<file path="src/rtl/trap_dump_ctrl.sv">
// trap_dump_ctrl: halts on trap word, drains, dumps a DMEM window
// over valid/ready; cycle watchdog flags programs that never trap.
//
// Ports:
//   clock, reset               rising-edge clock, sync active-high reset
//   instr_in, instr_valid      decode-stage instruction stream
//   halt_req                   freeze-fetch request (sticky)
//   mem_rd_en, mem_addr        one-cycle DMEM read strobe and address
//   mem_rd_data                DMEM data, one cycle after mem_rd_en
//   dump_valid, dump_ready     beat handshake
//   dump_addr, dump_data       beat payload
//   dump_last                  final beat marker
//   busy, done, timeout        status flags
//
// Optional build macro: DUMP_CHECKSUM_EN appends one checksum beat
// (sum of dumped words) after the last data word.

module trap_dump_ctrl #(
    parameter int                WORD_W      = 32,
    parameter int                ADDR_W      = 32,
    parameter logic [WORD_W-1:0] TRAP_WORD   = 32'h44000300,
    parameter int                DRAIN_CYC   = 5,
    parameter int                DUMP_BASE   = 8192,
    parameter int                DUMP_WORDS  = 10,
    parameter int                STRIDE      = 4,
    parameter int                TIMEOUT_CYC = 25000
) (
    input  logic              clock,
    input  logic              reset,
    input  logic [WORD_W-1:0] instr_in,
    input  logic              instr_valid,
    output logic              halt_req,
    output logic              mem_rd_en,
    output logic [ADDR_W-1:0] mem_addr,
    input  logic [WORD_W-1:0] mem_rd_data,
    output logic              dump_valid,
    input  logic              dump_ready,
    output logic [ADDR_W-1:0] dump_addr,
    output logic [WORD_W-1:0] dump_data,
    output logic              dump_last,
    output logic              busy,
    output logic              done,
    output logic              timeout
);

    localparam logic [2:0] S_IDLE  = 3'd0;
    localparam logic [2:0] S_DRAIN = 3'd1;
    localparam logic [2:0] S_RD    = 3'd2;
    localparam logic [2:0] S_WT    = 3'd3;
    localparam logic [2:0] S_OUT   = 3'd4;
    localparam logic [2:0] S_DONE  = 3'd5;
    localparam logic [2:0] S_TMO   = 3'd6;

    localparam logic [ADDR_W-1:0] BASE = ADDR_W'(DUMP_BASE);
    localparam logic [ADDR_W-1:0] STEP = ADDR_W'(STRIDE);
    localparam logic [31:0] DRAIN_LAST = 32'(DRAIN_CYC - 1);
    localparam logic [31:0] IDX_LAST   = 32'(DUMP_WORDS - 1);
    localparam logic [31:0] WDOG_LAST  = 32'(TIMEOUT_CYC - 1);

    // With no drain interval the single DRAIN cycle doubles as
    // the first read, so the first beat lands 3 cycles after trap.
    localparam bit DRAIN_RD = (DRAIN_CYC == 0) && (DUMP_WORDS != 0);

    logic [2:0]  state;
    logic [31:0] wdog;
    logic [31:0] dcnt;
    logic [31:0] idx;
    logic        trap;

`ifdef DUMP_CHECKSUM_EN
    logic [WORD_W-1:0] sum;
    logic              csum_beat;
`endif

    assign trap = instr_valid && (instr_in == TRAP_WORD);

    always_ff @(posedge clock) begin
        if (reset) begin
            state      <= S_IDLE;
            wdog       <= '0;
            dcnt       <= '0;
            idx        <= '0;
            halt_req   <= 1'b0;
            mem_rd_en  <= 1'b0;
            mem_addr   <= '0;
            dump_valid <= 1'b0;
            dump_addr  <= '0;
            dump_data  <= '0;
            dump_last  <= 1'b0;
            busy       <= 1'b0;
            done       <= 1'b0;
            timeout    <= 1'b0;
`ifdef DUMP_CHECKSUM_EN
            sum        <= '0;
            csum_beat  <= 1'b0;
`endif
        end else begin
            mem_rd_en <= 1'b0;
            unique case (state)
                S_IDLE: begin
                    wdog <= wdog + 32'd1;
                    // trap beats the watchdog on the same cycle
                    if (trap) begin
                        state    <= S_DRAIN;
                        halt_req <= 1'b1;
                        busy     <= 1'b1;
                        dcnt     <= '0;
                        if (DRAIN_RD) begin
                            mem_rd_en <= 1'b1;
                            mem_addr  <= BASE;
                        end
                    end else if (TIMEOUT_CYC != 0 &&
                                 wdog == WDOG_LAST) begin
                        state   <= S_TMO;
                        timeout <= 1'b1;
                        done    <= 1'b1;
                    end
                end
                S_DRAIN: begin
                    dcnt <= dcnt + 32'd1;
                    if (DRAIN_CYC == 0 || dcnt == DRAIN_LAST) begin
                        if (DRAIN_RD) begin
                            state <= S_WT;
                        end else if (DUMP_WORDS != 0) begin
                            state     <= S_RD;
                            mem_rd_en <= 1'b1;
                            mem_addr  <= BASE;
                        end else begin
`ifdef DUMP_CHECKSUM_EN
                            state      <= S_OUT;
                            dump_valid <= 1'b1;
                            dump_addr  <= BASE;
                            dump_data  <= sum;
                            dump_last  <= 1'b1;
                            csum_beat  <= 1'b1;
`else
                            state <= S_DONE;
                            done  <= 1'b1;
                            busy  <= 1'b0;
`endif
                        end
                    end
                end
                S_RD: begin
                    state <= S_WT;
                end
                S_WT: begin
                    state      <= S_OUT;
                    dump_valid <= 1'b1;
                    dump_addr  <= mem_addr;
                    dump_data  <= mem_rd_data;
`ifdef DUMP_CHECKSUM_EN
                    sum        <= sum + mem_rd_data;
                    dump_last  <= 1'b0;
`else
                    dump_last  <= (idx == IDX_LAST);
`endif
                end
                S_OUT: begin
                    if (dump_ready) begin
                        idx        <= idx + 32'd1;
                        dump_valid <= 1'b0;
                        dump_last  <= 1'b0;
`ifdef DUMP_CHECKSUM_EN
                        if (csum_beat) begin
                            state <= S_DONE;
                            done  <= 1'b1;
                            busy  <= 1'b0;
                        end else if (idx == IDX_LAST) begin
                            // checksum beat needs no DMEM read
                            dump_valid <= 1'b1;
                            dump_addr  <= dump_addr + STEP;
                            dump_data  <= sum;
                            dump_last  <= 1'b1;
                            csum_beat  <= 1'b1;
                        end else begin
                            state     <= S_RD;
                            mem_rd_en <= 1'b1;
                            mem_addr  <= dump_addr + STEP;
                        end
`else
                        if (idx == IDX_LAST) begin
                            state <= S_DONE;
                            done  <= 1'b1;
                            busy  <= 1'b0;
                        end else begin
                            state     <= S_RD;
                            mem_rd_en <= 1'b1;
                            mem_addr  <= dump_addr + STEP;
                        end
`endif
                    end
                end
                S_DONE, S_TMO: begin
                end
                default: begin
                    state <= S_IDLE;
                end
            endcase
        end
    end

endmodule

</file>
<file path="config.mk">
export PLATFORM = sky130hd
export DESIGN_NAME = trap_dump_ctrl
export DESIGN_NICKNAME = d
export VERILOG_FILES = /design/src/rtl/trap_dump_ctrl.sv
export SDC_FILE = /design/constraint.sdc
export NUM_CORES = 1
export LEC_CHECK = 0
export CAP_MARGIN = 5
export CELL_PAD_IN_SITES_DETAIL_PLACEMENT = 1
export CELL_PAD_IN_SITES_GLOBAL_PLACEMENT = 1
export CORE_ASPECT_RATIO = 1.2
export CORE_UTILIZATION = 47
export DETAILED_ROUTE_END_ITERATION = 10
export DONT_BUFFER_PORTS = 1
export PLACE_DENSITY_LB_ADDON = 0.1
export SLEW_MARGIN = 20
export SYNTH_ARGS = -nofsm -noshare
export SYNTH_HDL_FRONTEND = slang
export SYNTH_SLANG_ARGS = --single-unit
</file>
<file path="constraint.sdc">
create_clock -name clock -period 2.6 [get_ports clock]
set_input_delay 0.39 -clock clock [delete_from_list [all_inputs] [get_ports clock]]
set_output_delay 0.39 -clock clock [all_outputs]
set_load 0.05 [all_outputs]
</file>
# Word level (Yosys, flattened, before mapping)
# Index checks and enable logic that the tools add are counted.
[classes]
add_sub_neg = 4
multipliers = 0
n_div = 0
n_lt_le_gt_ge = 0
n_eq_ne = 18
shift = 0
n_mux = 28
bitwise = 2
n_reduce_logical = 16
[op_table]
columns = ["cell", "n"]
rows = [
  ["2-to-1 mux 32 bit", 4],
  ["one-hot mux 32 bit (2 select lines)", 2],
  ["adder 32 x 1 -> 32 bit (second input constant)", 3],
  ["adder 32 x 3 -> 32 bit (second input constant)", 1],
  ["equality test 32 x 15 -> 1 bit (second input constant)", 1],
  ["equality test 32 x 3 -> 1 bit (second input constant)", 1],
  ["equality test 32 x 31 -> 1 bit (second input constant)", 1],
  ["equality test 32 x 4 -> 1 bit (second input constant)", 1],
  ["one-hot mux 3 bit (6 select lines)", 1],
  ["2-to-1 mux 3 bit", 5],
  ["!= test 2 bit (second input constant)", 7],
  ["AND reduction 4 bit", 3],
  ["2-to-1 mux 1 bit", 11],
  ["one-hot mux 1 bit (2 select lines)", 5],
  ["equality test 3 bit (second input constant)", 3],
  ["AND reduction 2 bit", 4],
  ["nonzero test 2 bit", 4],
  ["equality test 3 x 2 -> 1 bit (second input constant)", 2],
  ["AND reduction 5 bit", 1],
  ["equality test 3 x 1 -> 1 bit (second input constant)", 1],
  ["logical NOT 3 bit", 1],
  ["!= test 3 bit (second input constant)", 1],
  ["AND reduction 3 bit", 1],
  ["NOT 1 bit", 2],
  ["2 further kinds", 2],
]
[totals]
register_bits = 202
latch_bits = 0
mem_bits_rw = 0
rom_bits = 0
in_bits = 68
word_cells = 82
n_memories = 0

# Longest topological paths before layout
[logic_depth]
ltp_word = 4
ltp_mapped = 9

# Worst setup path after synthesis
# Ideal clock, no wire load.
[synth_path]
path_kind = "reg-to-reg"
startpoint = "register dump_addr[10]"
endpoint = "register mem_addr[31]"
setup_ns = 0.074
arrival_time_ns = 2.706
required_ns = 2.526
slack_ns = -0.180
stages_incl_launch_ff = 7
period_less_slack_ns = 2.780
path_cell_list = "dfxtp_1 -> nand4_2 -> or4_1 -> buf_2 -> or4_4 -> or4_1 -> a31oi_1"
[synth_between]
elab_chain_cells = 4
[synth_lines]
columns = ["item", "line_no", "text"]
rows = [
  ["start, declared", "38", "output logic [ADDR_W-1:0] dump_addr,"],
  ["start signal, assigned", "150", "dump_addr <= mem_addr;"],
  ["adder 32 x 3 -> 32 bit", "189", "mem_addr <= dump_addr + STEP;"],
  ["2-to-1 mux 32 bit", "182", "if (idx == IDX_LAST) begin"],
  ["2-to-1 mux 32 bit", "160", "if (dump_ready) begin"],
  ["one-hot mux 32 bit (2 select lines)", "99", "unique case (state)"],
  ["end signal, assigned", "189", ""],
  ["end, declared", "34", "output logic [ADDR_W-1:0] mem_addr,"],
]
# No other way between the ends. The select of a mux whose other input is x is not followed.
# A chain may end at the register's enable or synchronous reset.

# Worst setup path after layout
[layout_path]
startpoint = "register state[0]"
endpoint = "register wdog[27]"
[layout_between]
elab_chain_cells = 1
[layout_lines]
columns = ["item", "line_no", "text"]
rows = [
  ["start, declared", "64", "logic [2:0] state;"],
  ["start signal, assigned", "79", "state <= S_IDLE;"],
  ["start signal, assigned", "104", "state <= S_DRAIN;"],
  ["start signal, assigned", "114", "state <= S_TMO;"],
  ["logical NOT 3 bit", "99", ""],
  ["end signal, assigned", "101", "wdog <= wdog + 32'd1;"],
  ["end, declared", "65", "logic [31:0] wdog;"],
]
# No other way between the ends.

==> results by group <==
Status
  • Outcome: finished, final reports clean

Critical path
  • Startpoint Class: flop
  • Setup CP Type: reg2reg
  • Worst r2r path cells: 8
  • Crit path required time: 3.00 ns
  • Worst path arrival time: 2.88 ns
  • Worst setup EP type: flop
  • Maximum fanout along the worst path: 11

Logic synthesis
  • Netlist cell types: 53
  • Syn_area_per_cell: 8.02 sq um
  • Top cells by instance count after synthesis: 202 x dfxtp_1, 190 x nand2_1, 132 x a21oi_1
  • Asr flop ratio synth: 0%
  • Cell Area, Synth: 9280 sq um
  • YS warnings: 0
  • Post-synth EDFFs: 0
  • Area contributors post-synth: dfxtp_1 44%, nand2_1 7.7%, a21oi_1 7.1%
  • Yosys top cell area share: 43.6%
  • Syn Nets: 1,230
  • Dominant synthesized flop cell: dfxtp_1
  • Seq cells post-synth: 202
  • Area leader, netlist: dfxtp_1
  • Seq/Total Area, Yosys: 43.6%
  • Synth Instances: 1,156
  • Count leader, synth: dfxtp_1

Drt
  • Remaining DRCs: 0
  • DRT Pass-1 Iters: 5
  • DRT Wirelength: 28,600 microns
  • Drt initial violations: 432
  • Vias per inst: 5.99
  • Routed Antenna Nets: 0
  • WL per Instance: 19.2 microns
  • Via count: 8,933

Timing
  • RSZ-0062 raised after global routing: no
  • Setup violations, final: 0
  • Worst-Margin Slew: 0.877 ns
  • Fmax: 0.404 GHz
  • Final worst-path setup slack: 0.124 ns
  • Final min period: 2.48 ns
  • Clock Skew: 0.0119 ns
  • Final period util: 95.2%
  • Max_slew headroom: 41.6%
  • Max-slew violation count: 0
  • Count of final hold-check violations: 0

Min path
  • Min-Delay Path Depth: 2
  • Hold crit path type: in2reg

Pwr
  • Internal Power: 0.00534 W
  • Pleak: 3.75 nW
  • Worst VDD drop: 0.450 mV
  • Total power draw: 0.00734 W
  • P_sw: 0.00201 W
  • Clock Power Share: 42.0%
  • Pwr/cell area: 663 nW/um^2
  • Reg power frac: 46.1%
  • Switching portion of total power: 27.3%
  • Logic pwr share: 11.9%

Floorplanning
  • Total die area: 20,300 sq um
  • Ports: 171
  • FP Rows: 55
  • Starting density of the core: 48.7%
  • Die Height: 156 microns
  • Die W: 130 microns
  • Core area: 19,100 sq um

Clock tree
  • Total CTS buffers: 22
  • TritonCTS clock tree: done
  • Worst-path clk slew: 0.06 ns
  • Sink Count: 202
  • Clock root buffer: clkbuf_16
  • Clk Latency, worst-skew pair: 0.51 ns
  • Clock Tree Buf Depth: 3
  • Post-CTS setup buffer count: 0
  • Htree depth: 1

GRT
  • Largest net degree at the start of global routing: 125
  • Global-route wire length before repair: 46,000 microns
  • Total gr overflow: 0
  • GRT Util Overall: 28.2%
  • Initial antenna violation count: 0
  • Vias in the first global route: 9,288

Cells and area
  • Layout cells sized above 1: 9.30%
  • Fin util: 58.1%
  • # diodes: 0
  • Register area: 4060 sq um
  • Filler Cell Count: 2,325
  • Nets: 1,300
  • Post-route insts no fill: 1,492
  • Multi-input logic area: 4920 sq um
  • Synth-to-layout area growth: 19.5%

Placed design
  • Inst Count DP: 1,405
  • GPL Wtd Cong: 0.801
  • Buffers on Ports: 0
  • DP Worst Slack: 0.167 ns
  • DP HPWL: 18,300 microns

Run
  • Max Cap Viol: 0
## power by group through the flow
stage                     logic [W]  registers [W]  clock network [W]
final                      0.000876        0.00339            0.00308
after global routing       0.000960        0.00340            0.00325
after CTS                  0.000863        0.00338            0.00314
after detailed placement   0.000807        0.00345                  0
after global placement     0.000792        0.00344                  0
after floorplan            0.000608        0.00339                  0
## worst paths after layout
| kind | startpoint | end | slack [ns] |
|---|---|---|---|
| max | state[0] | wdog[27] | 0.12 |
| min | mem_rd_data[22] | dump_data[22] | 0.02 |
| max reg2reg | state[0] | wdog[27] | 0.12 |
| min reg2reg | idx[31] | idx[31] | 0.50 |
## cells in the final DEF, fill, tap and decap left out, drive strengths merged, types with 12 or more instances in the layout
cell	instances
a21oi	132
nor3	22
clkbuf	29
o211ai	12
o21ai	27
dfxtp	202
dlygate4sd3	52
nor4b	12
and3	15
nor4	34
nand3	81
or4	22
buf	60
xnor2	28
nor2	72
nand4	44
o31ai	16
inv	25
xor2	34
or3	24
and4	17
a22o	14
nand2	190
## logic make-up (layout without fill, tap and decap cells)
group                      Yosys count  count (layout)  synth area share, %
AOI/OAI and AO/OA                  232             232                 14.9
xor gates and xnor gates            62              62                 5.85
buffers and inverters               91             171                 3.71
adders and majority gates            6               6                0.809
DFF                                202             202                 43.6
and+or+nand+nor                    560             560                 30.8
muxes                                3               3                0.324
## state kept, by name (all words and copies together), names as in the netlist
name	cells
busy	1
dcnt	32
done	1
dump_addr	32
dump_data	32
dump_last	1
dump_valid	1
halt_req	1
idx	32
mem_addr	32
mem_rd_en	1
state	3
timeout	1
wdog	32
## cell type report
cell class / instances / share of cell area (%)
clock buffers: 29 / 5.58
clock inverters: 5 / 0.677
inverters: 25 / 0.847
multi-input cells: 863 / 44.4
flip-flops and latches: 202 / 36.6
well taps: 256 / 2.89
repair buffers: 112 / 9.05
## stage by stage
| step | TNS, ns | hold slack (ns) | instance area (sq um) |
|---|---|---|---|
| after global placement | 0 | 0.466 | 9830 |
| final | 0 | 0.0211 | 11100 |
| after global routing | 0 | 0.0162 | 11100 |
| after floorplan | -0.0855 | 0.452 | 9280 |
| after CTS | 0 | 0.00811 | 11100 |
| after detailed placement | 0 | 0.467 | 9830 |
## worst max-delay path, stage by stage, from the launching register on
cell and delay, ns:
dfxtp_2 0.39, or3_1 0.39, buf_4 0.17, nor3_2 0.20, nand4_1 0.13, buf_4 0.21
o31ai_1 0.22, a21oi_1 0.09, dlygate4sd3_1 0.56
## routing by layer
metal	GRT usage, %	routed length, microns	vias to the layer above
li1	-	-	4299
met3	6.58	1620	51
met2	52.6	14900	196
met4	8.91	666	0
met1	30.8	11400	4387
met5	0	0	-
## timing repair
item,4_1_cts,5_1_grt
gates resized for setup,0,4
hold endpoints to repair,175,0
hold buffers,53,0
endpoints found under the setup margin,0,10
Power figures use the tool's default switching activity.
